## config.mk

```make
export PLATFORM = sky130hd
export DESIGN_NAME = sfp_link_reset_sequencer_flat
export DESIGN_NICKNAME = d
export VERILOG_FILES = /design/src/rtl/sfp_link_reset_sequencer_if.sv /design/src/rtl/sfp_link_reset_sequencer.sv /design/src/flat_wrapper.sv
export SDC_FILE = /design/constraint.sdc
export NUM_CORES = 1
export LEC_CHECK = 0
export CAP_MARGIN = 10
export CORE_ASPECT_RATIO = 0.75
export CORE_MARGIN = 2
export CORE_UTILIZATION = 56
export DETAILED_ROUTE_END_ITERATION = 10
export PLACE_DENSITY = 0.79
export RECOVER_POWER = 25
export SLEW_MARGIN = 20
export SYNTH_ARGS = -nofsm -noshare
export SYNTH_HDL_FRONTEND = slang
export SYNTH_SLANG_ARGS = --single-unit
export TNS_END_PERCENT = 30
```

## constraint.sdc

```tcl
create_clock -name CLK -period 2.2 [get_ports CLK]
set_input_delay 0.44 -clock CLK [delete_from_list [all_inputs] [get_ports CLK]]
set_output_delay 0.44 -clock CLK [all_outputs]
set_load 0.01 [all_outputs]
```

## src/rtl/sfp_link_reset_sequencer_if.sv

```systemverilog
// ----------------------------------------------------------------------------
// sfp_link_reset_sequencer_if
//   Bundles the per-channel status inputs and reset/ready outputs of the SFP
//   link reset sequencer.
//
//   Signals (N_CH channels):
//     RESETDONE  [N_CH]    transceiver resetdone (asynchronous to CLK)
//     LINK_UP    [N_CH]    PCS status_vector[0] (asynchronous to CLK)
//     PCS_RST    [N_CH]    reset to PCS/PMA core and mii_initializer
//     CH_READY   [N_CH]    channel is in the UP state
//     ALL_READY            registered AND of CH_READY
//     RETRY_CNT  [8*N_CH]  per-channel retry count, channel i at [8i+7:8i]
//     state_dbg  [3*N_CH]  per-channel FSM state, channel i at [3i+2:3i]
//
//   Modports:
//     master : transceiver/link side (drives status, observes sequencer)
//     slave  : the sequencer itself
//
//   There are no valid/ready handshakes here: every signal is a level that is
//   sampled each CLK cycle. The status inputs are asynchronous and are
//   synchronised inside the sequencer.
// ----------------------------------------------------------------------------
interface sfp_link_reset_sequencer_if #(
    parameter int N_CH = 1
);
    logic [N_CH-1:0]   RESETDONE;
    logic [N_CH-1:0]   LINK_UP;
    logic [N_CH-1:0]   PCS_RST;
    logic [N_CH-1:0]   CH_READY;
    logic              ALL_READY;
    logic [8*N_CH-1:0] RETRY_CNT;
    logic [3*N_CH-1:0] state_dbg;

    modport master (
        output RESETDONE, LINK_UP,
        input  PCS_RST, CH_READY, ALL_READY, RETRY_CNT, state_dbg
    );

    modport slave (
        input  RESETDONE, LINK_UP,
        output PCS_RST, CH_READY, ALL_READY, RETRY_CNT, state_dbg
    );
endinterface

```

## src/rtl/sfp_link_reset_sequencer.sv

```systemverilog
// ----------------------------------------------------------------------------
// sfp_link_reset_sequencer
//   Per-channel reset / bring-up sequencer for N_CH 1000BASE-X PCS/PMA +
//   SiTCP links. Each channel independently waits a power-on delay, watches
//   for a RESETDONE rising edge, issues a one-shot PCS_RST pulse, supervises
//   LINK_UP with a timeout retry, and re-initialises on sustained link loss.
//
//   Ports:
//     CLK   system clock (125 MHz, rxuserclk2 domain)
//     RST   synchronous active-high reset
//     bus   sfp_link_reset_sequencer_if.slave
//             RESETDONE/LINK_UP in, PCS_RST/CH_READY/ALL_READY/RETRY_CNT out,
//             state_dbg exposes each channel's FSM state
//
//   Configuration macro: SFP_RETRY_COUNT_EN
//     defined   : 8-bit saturating retry counter per channel on RETRY_CNT
//     undefined : no counters are built, RETRY_CNT is tied to 0; the FSM
//                 retry transitions are identical in both builds
// ----------------------------------------------------------------------------
module sfp_link_reset_sequencer #(
    parameter int N_CH           = 1,
    parameter int POR_CYCLES     = 16,
    parameter int DELAY_CYCLES   = 4,
    parameter int PULSE_CYCLES   = 1,
    parameter int TIMEOUT_CYCLES = 1250000,
    parameter int LOSS_CYCLES    = 1250
) (
    input logic                      CLK,
    input logic                      RST,
    sfp_link_reset_sequencer_if.slave bus
);

    function automatic int max2(input int a, input int b);
        return (a > b) ? a : b;
    endfunction

    localparam int MAX_CYC = max2(max2(max2(POR_CYCLES, DELAY_CYCLES),
                                       max2(PULSE_CYCLES, TIMEOUT_CYCLES)),
                                  LOSS_CYCLES);
    localparam int CW = $clog2(MAX_CYC + 1);

    localparam logic [CW-1:0] POR_LAST     = CW'(POR_CYCLES - 1);
    // The DELAY count runs 0..DELAY_CYCLES: together with the two sync
    // stages, the edge register and the FSM entry this puts the PCS_RST rise
    // DELAY_CYCLES+4 edges after RESETDONE is first sampled high.
    localparam logic [CW-1:0] DELAY_LAST   = CW'(DELAY_CYCLES);
    localparam logic [CW-1:0] PULSE_LAST   = CW'(PULSE_CYCLES - 1);
    localparam logic [CW-1:0] TIMEOUT_LAST = CW'(TIMEOUT_CYCLES - 1);
    localparam logic [CW-1:0] LOSS_LAST    = CW'(LOSS_CYCLES - 1);

    typedef enum logic [2:0] {
        S_POR       = 3'd0,
        S_WAIT_DONE = 3'd1,
        S_DELAY     = 3'd2,
        S_PULSE     = 3'd3,
        S_SETTLE    = 3'd4,
        S_UP        = 3'd5
    } state_t;

`ifdef SFP_RETRY_COUNT_EN
    function automatic logic [7:0] sat_inc(input logic [7:0] v);
        return (v == 8'hFF) ? v : v + 8'd1;
    endfunction
`endif

    logic [N_CH-1:0] pcs_vec;
    logic [N_CH-1:0] ready_vec;
    logic            all_ready_r;

    for (genvar i = 0; i < N_CH; i++) begin : g_ch
        state_t          state;
        logic [CW-1:0]   cnt;
        logic            done_s1, done_s2, done_d, done_rise;
        logic            link_s1, link_s2;
        logic            pcs_rst_r;
        logic            ready_r;
`ifdef SFP_RETRY_COUNT_EN
        logic [7:0]      retry_r;
`endif

        always_ff @(posedge CLK) begin
            if (RST) begin
                state     <= S_POR;
                cnt       <= '0;
                done_s1   <= 1'b0;
                done_s2   <= 1'b0;
                done_d    <= 1'b0;
                done_rise <= 1'b0;
                link_s1   <= 1'b0;
                link_s2   <= 1'b0;
                pcs_rst_r <= 1'b0;
                ready_r   <= 1'b0;
`ifdef SFP_RETRY_COUNT_EN
                retry_r   <= 8'd0;
`endif
            end else begin
                done_s1   <= bus.RESETDONE[i];
                done_s2   <= done_s1;
                done_d    <= done_s2;
                done_rise <= done_s2 & ~done_d;
                link_s1   <= bus.LINK_UP[i];
                link_s2   <= link_s1;

                case (state)
                    S_POR: begin
                        if (cnt == POR_LAST) begin
                            state <= S_WAIT_DONE;
                            cnt   <= '0;
                        end else begin
                            cnt <= cnt + 1'b1;
                        end
                    end
                    // An edge that landed during POR is already gone from
                    // done_rise, so a level high on entry never counts.
                    S_WAIT_DONE: begin
                        if (done_rise) begin
                            state <= S_DELAY;
                            cnt   <= '0;
                        end else if (cnt == TIMEOUT_LAST) begin
                            state     <= S_PULSE;
                            cnt       <= '0;
                            pcs_rst_r <= 1'b1;
`ifdef SFP_RETRY_COUNT_EN
                            retry_r   <= sat_inc(retry_r);
`endif
                        end else begin
                            cnt <= cnt + 1'b1;
                        end
                    end
                    S_DELAY: begin
                        if (cnt == DELAY_LAST) begin
                            state     <= S_PULSE;
                            cnt       <= '0;
                            pcs_rst_r <= 1'b1;
                        end else begin
                            cnt <= cnt + 1'b1;
                        end
                    end
                    S_PULSE: begin
                        if (cnt == PULSE_LAST) begin
                            state     <= S_SETTLE;
                            cnt       <= '0;
                            pcs_rst_r <= 1'b0;
                        end else begin
                            cnt <= cnt + 1'b1;
                        end
                    end
                    // RESETDONE edges are deliberately not looked at here.
                    S_SETTLE: begin
                        if (link_s2) begin
                            state   <= S_UP;
                            cnt     <= '0;
                            ready_r <= 1'b1;
                        end else if (cnt == TIMEOUT_LAST) begin
                            state     <= S_PULSE;
                            cnt       <= '0;
                            pcs_rst_r <= 1'b1;
`ifdef SFP_RETRY_COUNT_EN
                            retry_r   <= sat_inc(retry_r);
`endif
                        end else begin
                            cnt <= cnt + 1'b1;
                        end
                    end
                    // cnt is the consecutive-loss filter; any high sample
                    // restarts it.
                    S_UP: begin
                        if (link_s2) begin
                            cnt <= '0;
                        end else if (cnt == LOSS_LAST) begin
                            state     <= S_PULSE;
                            cnt       <= '0;
                            pcs_rst_r <= 1'b1;
                            ready_r   <= 1'b0;
`ifdef SFP_RETRY_COUNT_EN
                            retry_r   <= sat_inc(retry_r);
`endif
                        end else begin
                            cnt <= cnt + 1'b1;
                        end
                    end
                    default: begin
                        state     <= S_POR;
                        cnt       <= '0;
                        pcs_rst_r <= 1'b0;
                        ready_r   <= 1'b0;
                    end
                endcase
            end
        end

        assign pcs_vec[i]               = pcs_rst_r;
        assign ready_vec[i]             = ready_r;
        assign bus.state_dbg[3*i +: 3]  = state;
`ifdef SFP_RETRY_COUNT_EN
        assign bus.RETRY_CNT[8*i +: 8]  = retry_r;
`else
        assign bus.RETRY_CNT[8*i +: 8]  = 8'd0;
`endif
    end

    always_ff @(posedge CLK) begin
        if (RST) begin
            all_ready_r <= 1'b0;
        end else begin
            all_ready_r <= &ready_vec;
        end
    end

    assign bus.PCS_RST   = pcs_vec;
    assign bus.CH_READY  = ready_vec;
    assign bus.ALL_READY = all_ready_r;

endmodule
```

## src/flat_wrapper.sv

```systemverilog
// flat-port wrapper written by rule: the top's interface ports become plain ports
module sfp_link_reset_sequencer_flat 
#(
    parameter int N_CH           = 1,
    parameter int POR_CYCLES     = 16,
    parameter int DELAY_CYCLES   = 4,
    parameter int PULSE_CYCLES   = 1,
    parameter int TIMEOUT_CYCLES = 1250000,
    parameter int LOSS_CYCLES    = 1250
)
  (CLK, RST, bus_RESETDONE, bus_LINK_UP, bus_PCS_RST, bus_CH_READY, bus_ALL_READY, bus_RETRY_CNT, bus_state_dbg);
  sfp_link_reset_sequencer_if #(.N_CH(N_CH)) bus_i ();
  input logic CLK;
  input logic RST;
  input wire logic [$bits(bus_i.RESETDONE)-1:0] bus_RESETDONE;
  input wire logic [$bits(bus_i.LINK_UP)-1:0] bus_LINK_UP;
  output wire logic [$bits(bus_i.PCS_RST)-1:0] bus_PCS_RST;
  output wire logic [$bits(bus_i.CH_READY)-1:0] bus_CH_READY;
  output wire logic [$bits(bus_i.ALL_READY)-1:0] bus_ALL_READY;
  output wire logic [$bits(bus_i.RETRY_CNT)-1:0] bus_RETRY_CNT;
  output wire logic [$bits(bus_i.state_dbg)-1:0] bus_state_dbg;
  assign bus_i.RESETDONE = bus_RESETDONE;
  assign bus_i.LINK_UP = bus_LINK_UP;
  assign bus_PCS_RST = bus_i.PCS_RST;
  assign bus_CH_READY = bus_i.CH_READY;
  assign bus_ALL_READY = bus_i.ALL_READY;
  assign bus_RETRY_CNT = bus_i.RETRY_CNT;
  assign bus_state_dbg = bus_i.state_dbg;
  sfp_link_reset_sequencer #(.N_CH(N_CH), .POR_CYCLES(POR_CYCLES), .DELAY_CYCLES(DELAY_CYCLES), .PULSE_CYCLES(PULSE_CYCLES), .TIMEOUT_CYCLES(TIMEOUT_CYCLES), .LOSS_CYCLES(LOSS_CYCLES)) u_core (.CLK(CLK), .RST(RST), .bus(bus_i));
endmodule
```

==> flow_metrics.tcl <==
set metrics [dict create \
    dieArea_um2 3550 \
    final_cell_mix "34 x nor2_1, 33 x dfxtp_1, 16 x nand2_1" \
    yosys_warnings 0 \
    clk_path_buf_depth 2 \
    cts_tree "done" \
    maxSlewHeadroom_pct 65.9 \
    finalCriticalPeriod_ps 2040 \
    grt_antenna_before_repair 0 \
    syn_inst 205 \
    hp-start "u_core.g_ch[0].done_d$_SDFF_PP0_" \
    drive_gt1_share_pct 8.26 \
    grt_pass1_vias 1241 \
    cp_slowest_cell "dfxtp_1" \
    holdPathStages 1 \
    ant_nets 0 \
    wl_per_cell_um 13.1 \
    n_antenna_cell 0 \
    cts_setup_buffers 0 \
    h-tree-depth 2 \
    final_common_cell "nor2_1" \
    critPathTopFamily "compound AO/OA/AOI/OAI gates" \
    cp.arrival_ps 2210 \
    root_buffer "clkbuf_8" \
    critPathKind "reg2reg" \
    routed-wl-met2_mm 1.48 \
    path_max_fanout 21 \
    first_pass_iters 4 \
    initial_core_util_pct 58.9 \
    min_period_over_period_pct 92.8 \
    yosysTopAreaCellShare_pct 38.2 \
    num_vias 1415 \
    clock-sinks 33 \
    power_w 0.00171 \
    dp_slack_ps 183 \
    p_int_w 0.00119 \
    drt-initial-drc-count 104 \
    rows 17 \
    crit_required_ps 2360 \
    dp_hpwl_mm 2.48 \
    grt_max_degree 22 \
    core_um2 2940 \
    swShare_pct 30.1 \
    worst_setup_path_start_kind "flop" \
    r2r_cells 6 \
    cts_resized 0 \
    peakVddDrop_uv 554 \
    cts_buffers 5 \
    grt_overflow 0 \
    cp.depth 6 \
    setup_viol 0 \
    area_growth_pct 11.9 \
    synth_cell_types 39 \
    grt_pass1_wl_mm 5.53 \
    end_kind "flop" \
    fmax_mhz 490 \
    cts_hold_buf 0 \
    finalClockSkew_ps 7.21 \
    finalMaxSlewViolations 0 \
    io_pins 18 \
    fin_setup_tns_ps 0 \
    pwr-share-seq_pct 41.6 \
    top_layer "met4" \
    die_w_um 68.1 \
    clkPwrFrac_pct 34.2 \
    cellLeakagePower_nw 0.712 \
    postLayoutSetupSlackWorst_ps 158 \
    clkLatencyLatePin_ps 280 \
    r2r_start "u_core.g_ch[0].cnt[14]$_SDFF_PP0_" \
    synth_area_per_cell_um2 8.43 \
    cp-startpoint "u_core.g_ch[0].cnt[14]$_SDFF_PP0_" \
    hold_violations 0 \
    wl_met1_mm 1.63 \
    maxCapViolations 0 \
    synth_area_leaders "dfxtp_1 38%, nor2_1 7.4%, xnor2_1 5.1%" \
    ys_seq_elements 33 \
    clkSlewWorstSetupHoldPaths_ps 70 \
    outcome "finished, final reports clean" \
    grt_usage_pct 21.1 \
    p_comb_share_pct 24.2 \
    cp_num_buf_inv 0 \
    viasPerCell 5.53 \
    worst_pin_slew_ps 509 \
    switching_power_w 0.000515 \
    critPathMaxStageDelay_ps 360 \
    hp-class "reg2reg" \
    power.density_nw_per_um2 883 \
    yosys.area.top_type "dfxtp_1" \
    fin_nets 224 \
    port-buffer-count 9 \
    routed_wl_mm 3.35 \
    seq_area_frac_synth_pct 38.2 \
    dr_wl_met3_um 198 \
    die_h_um 52.1 \
    synth_area_um2 1730 \
    rsz0062_at_grt "no" \
    cp_cell_sequence "nor4_2 > nor3b_4 > a41o_1 > a21boi_2 > a31o_4 > nor2_1" \
    gp_congestion 0.904 \
    drc_errors 0 \
]
-- flip-flops by register name (all words and copies together), names as in the netlist --
signal,count
u_core.bus.ALL_READY,1
u_core.bus.CH_READY,1
u_core.bus.PCS_RST,1
u_core.bus.state_dbg,3
u_core.g_ch.cnt,21
u_core.g_ch.done_d,1
u_core.g_ch.done_rise,1
u_core.g_ch.done_s1,1
u_core.g_ch.done_s2,1
u_core.g_ch.link_s1,1
u_core.g_ch.link_s2,1
-- cell families after synthesis --
logic type	Yosys count	share of synthesized area, %
simple gates	98	29.8
flops	33	38.2
compound gates	25	11.2
buf+inv	25	8.18
xor+xnor	20	10.1
fa+ha+maj	3	2.17
other cells	1	0.217
-- synth_stat cells --
cell	count
o31ai_1	1
nor3b_4	1
a31oi_1	3
nor2b_1	11
a31o_4	1
clkbuf_1	3
nor4bb_1	2
nor2_1	34
nor4_2	2
o2111ai_1	1
o22ai_1	1
conb_1	1
o211ai_1	3
o32ai_2	1
xor2_1	10
nor3_1	6
nand4_1	4
a41o_1	1
and3_1	2
nand3_1	10
xnor2_1	10
dfxtp_1	33
nand2_1	16
nor4_1	2
a21oi_1	4
a211oi_1	1
inv_1	10
o31ai_2	1
and4_1	5
ha_1	3
buf_4	8
nand2b_1	1
a21boi_2	1
buf_2	2
o21ai_0	4
nor3b_1	2
o21a_1	1
buf_6	2
a21o_1	1
-- final cells by class --
| cell class | instances | area, µm² |
|---|---|---|
| inverters | 10 | 37.5 |
| fillers | 251 | 1000 |
| clock buffers | 6 | 82.6 |
| well taps | 38 | 47.5 |
| clock inverters | 2 | 37.5 |
| repair buffers | 13 | 116 |
| multi-input cells | 154 | 952 |
| flip-flops and latches | 33 | 661 |
-- worst paths after layout --
kind / slack, ps / end
max: 160 / u_core.g_ch[0].cnt[10]$_SDFF_PP0_
min reg2reg: 390 / u_core.g_ch[0].done_rise$_SDFF_PP0_
max reg2reg: 160 / u_core.g_ch[0].cnt[10]$_SDFF_PP0_
min: 390 / u_core.g_ch[0].done_rise$_SDFF_PP0_
-- metrics by stage --
step / hold slack [ps] / util (%) / cells / instance area, µm²
final: 388 / 65.9 / 256 / 1930
after floorplan: 367 / - / 212 / 1750
after detailed placement: 381 / 61.9 / 248 / 1820
after global routing: 392 / 65.9 / 256 / 1930
after global placement: 372 / 61.9 / 248 / 1820
after CTS: 390 / 66.0 / 256 / 1940
-- routing by layer --
layer / up-vias / global-route usage (%)
li1: 711 / -
met1: 651 / 29.4
met2: 45 / 30.1
met3: 8 / 6.06
met4: 0 / 9.00
met5: - / 0
-- power by group through the flow --
| stage | Combinational [W] | Sequential [W] | Clock (W) |
|---|---|---|---|
| floorplan | 0.000326 | 0.000720 | 0 |
| global placement | 0.000408 | 0.000721 | 0 |
| detailed placement | 0.000411 | 0.000724 | 0 |
| CTS | 0.000413 | 0.000711 | 0.000599 |
| global route | 0.000466 | 0.000722 | 0.000618 |
| finish | 0.000413 | 0.000712 | 0.000584 |
Note: power is estimated with default switching activity, not from simulation.
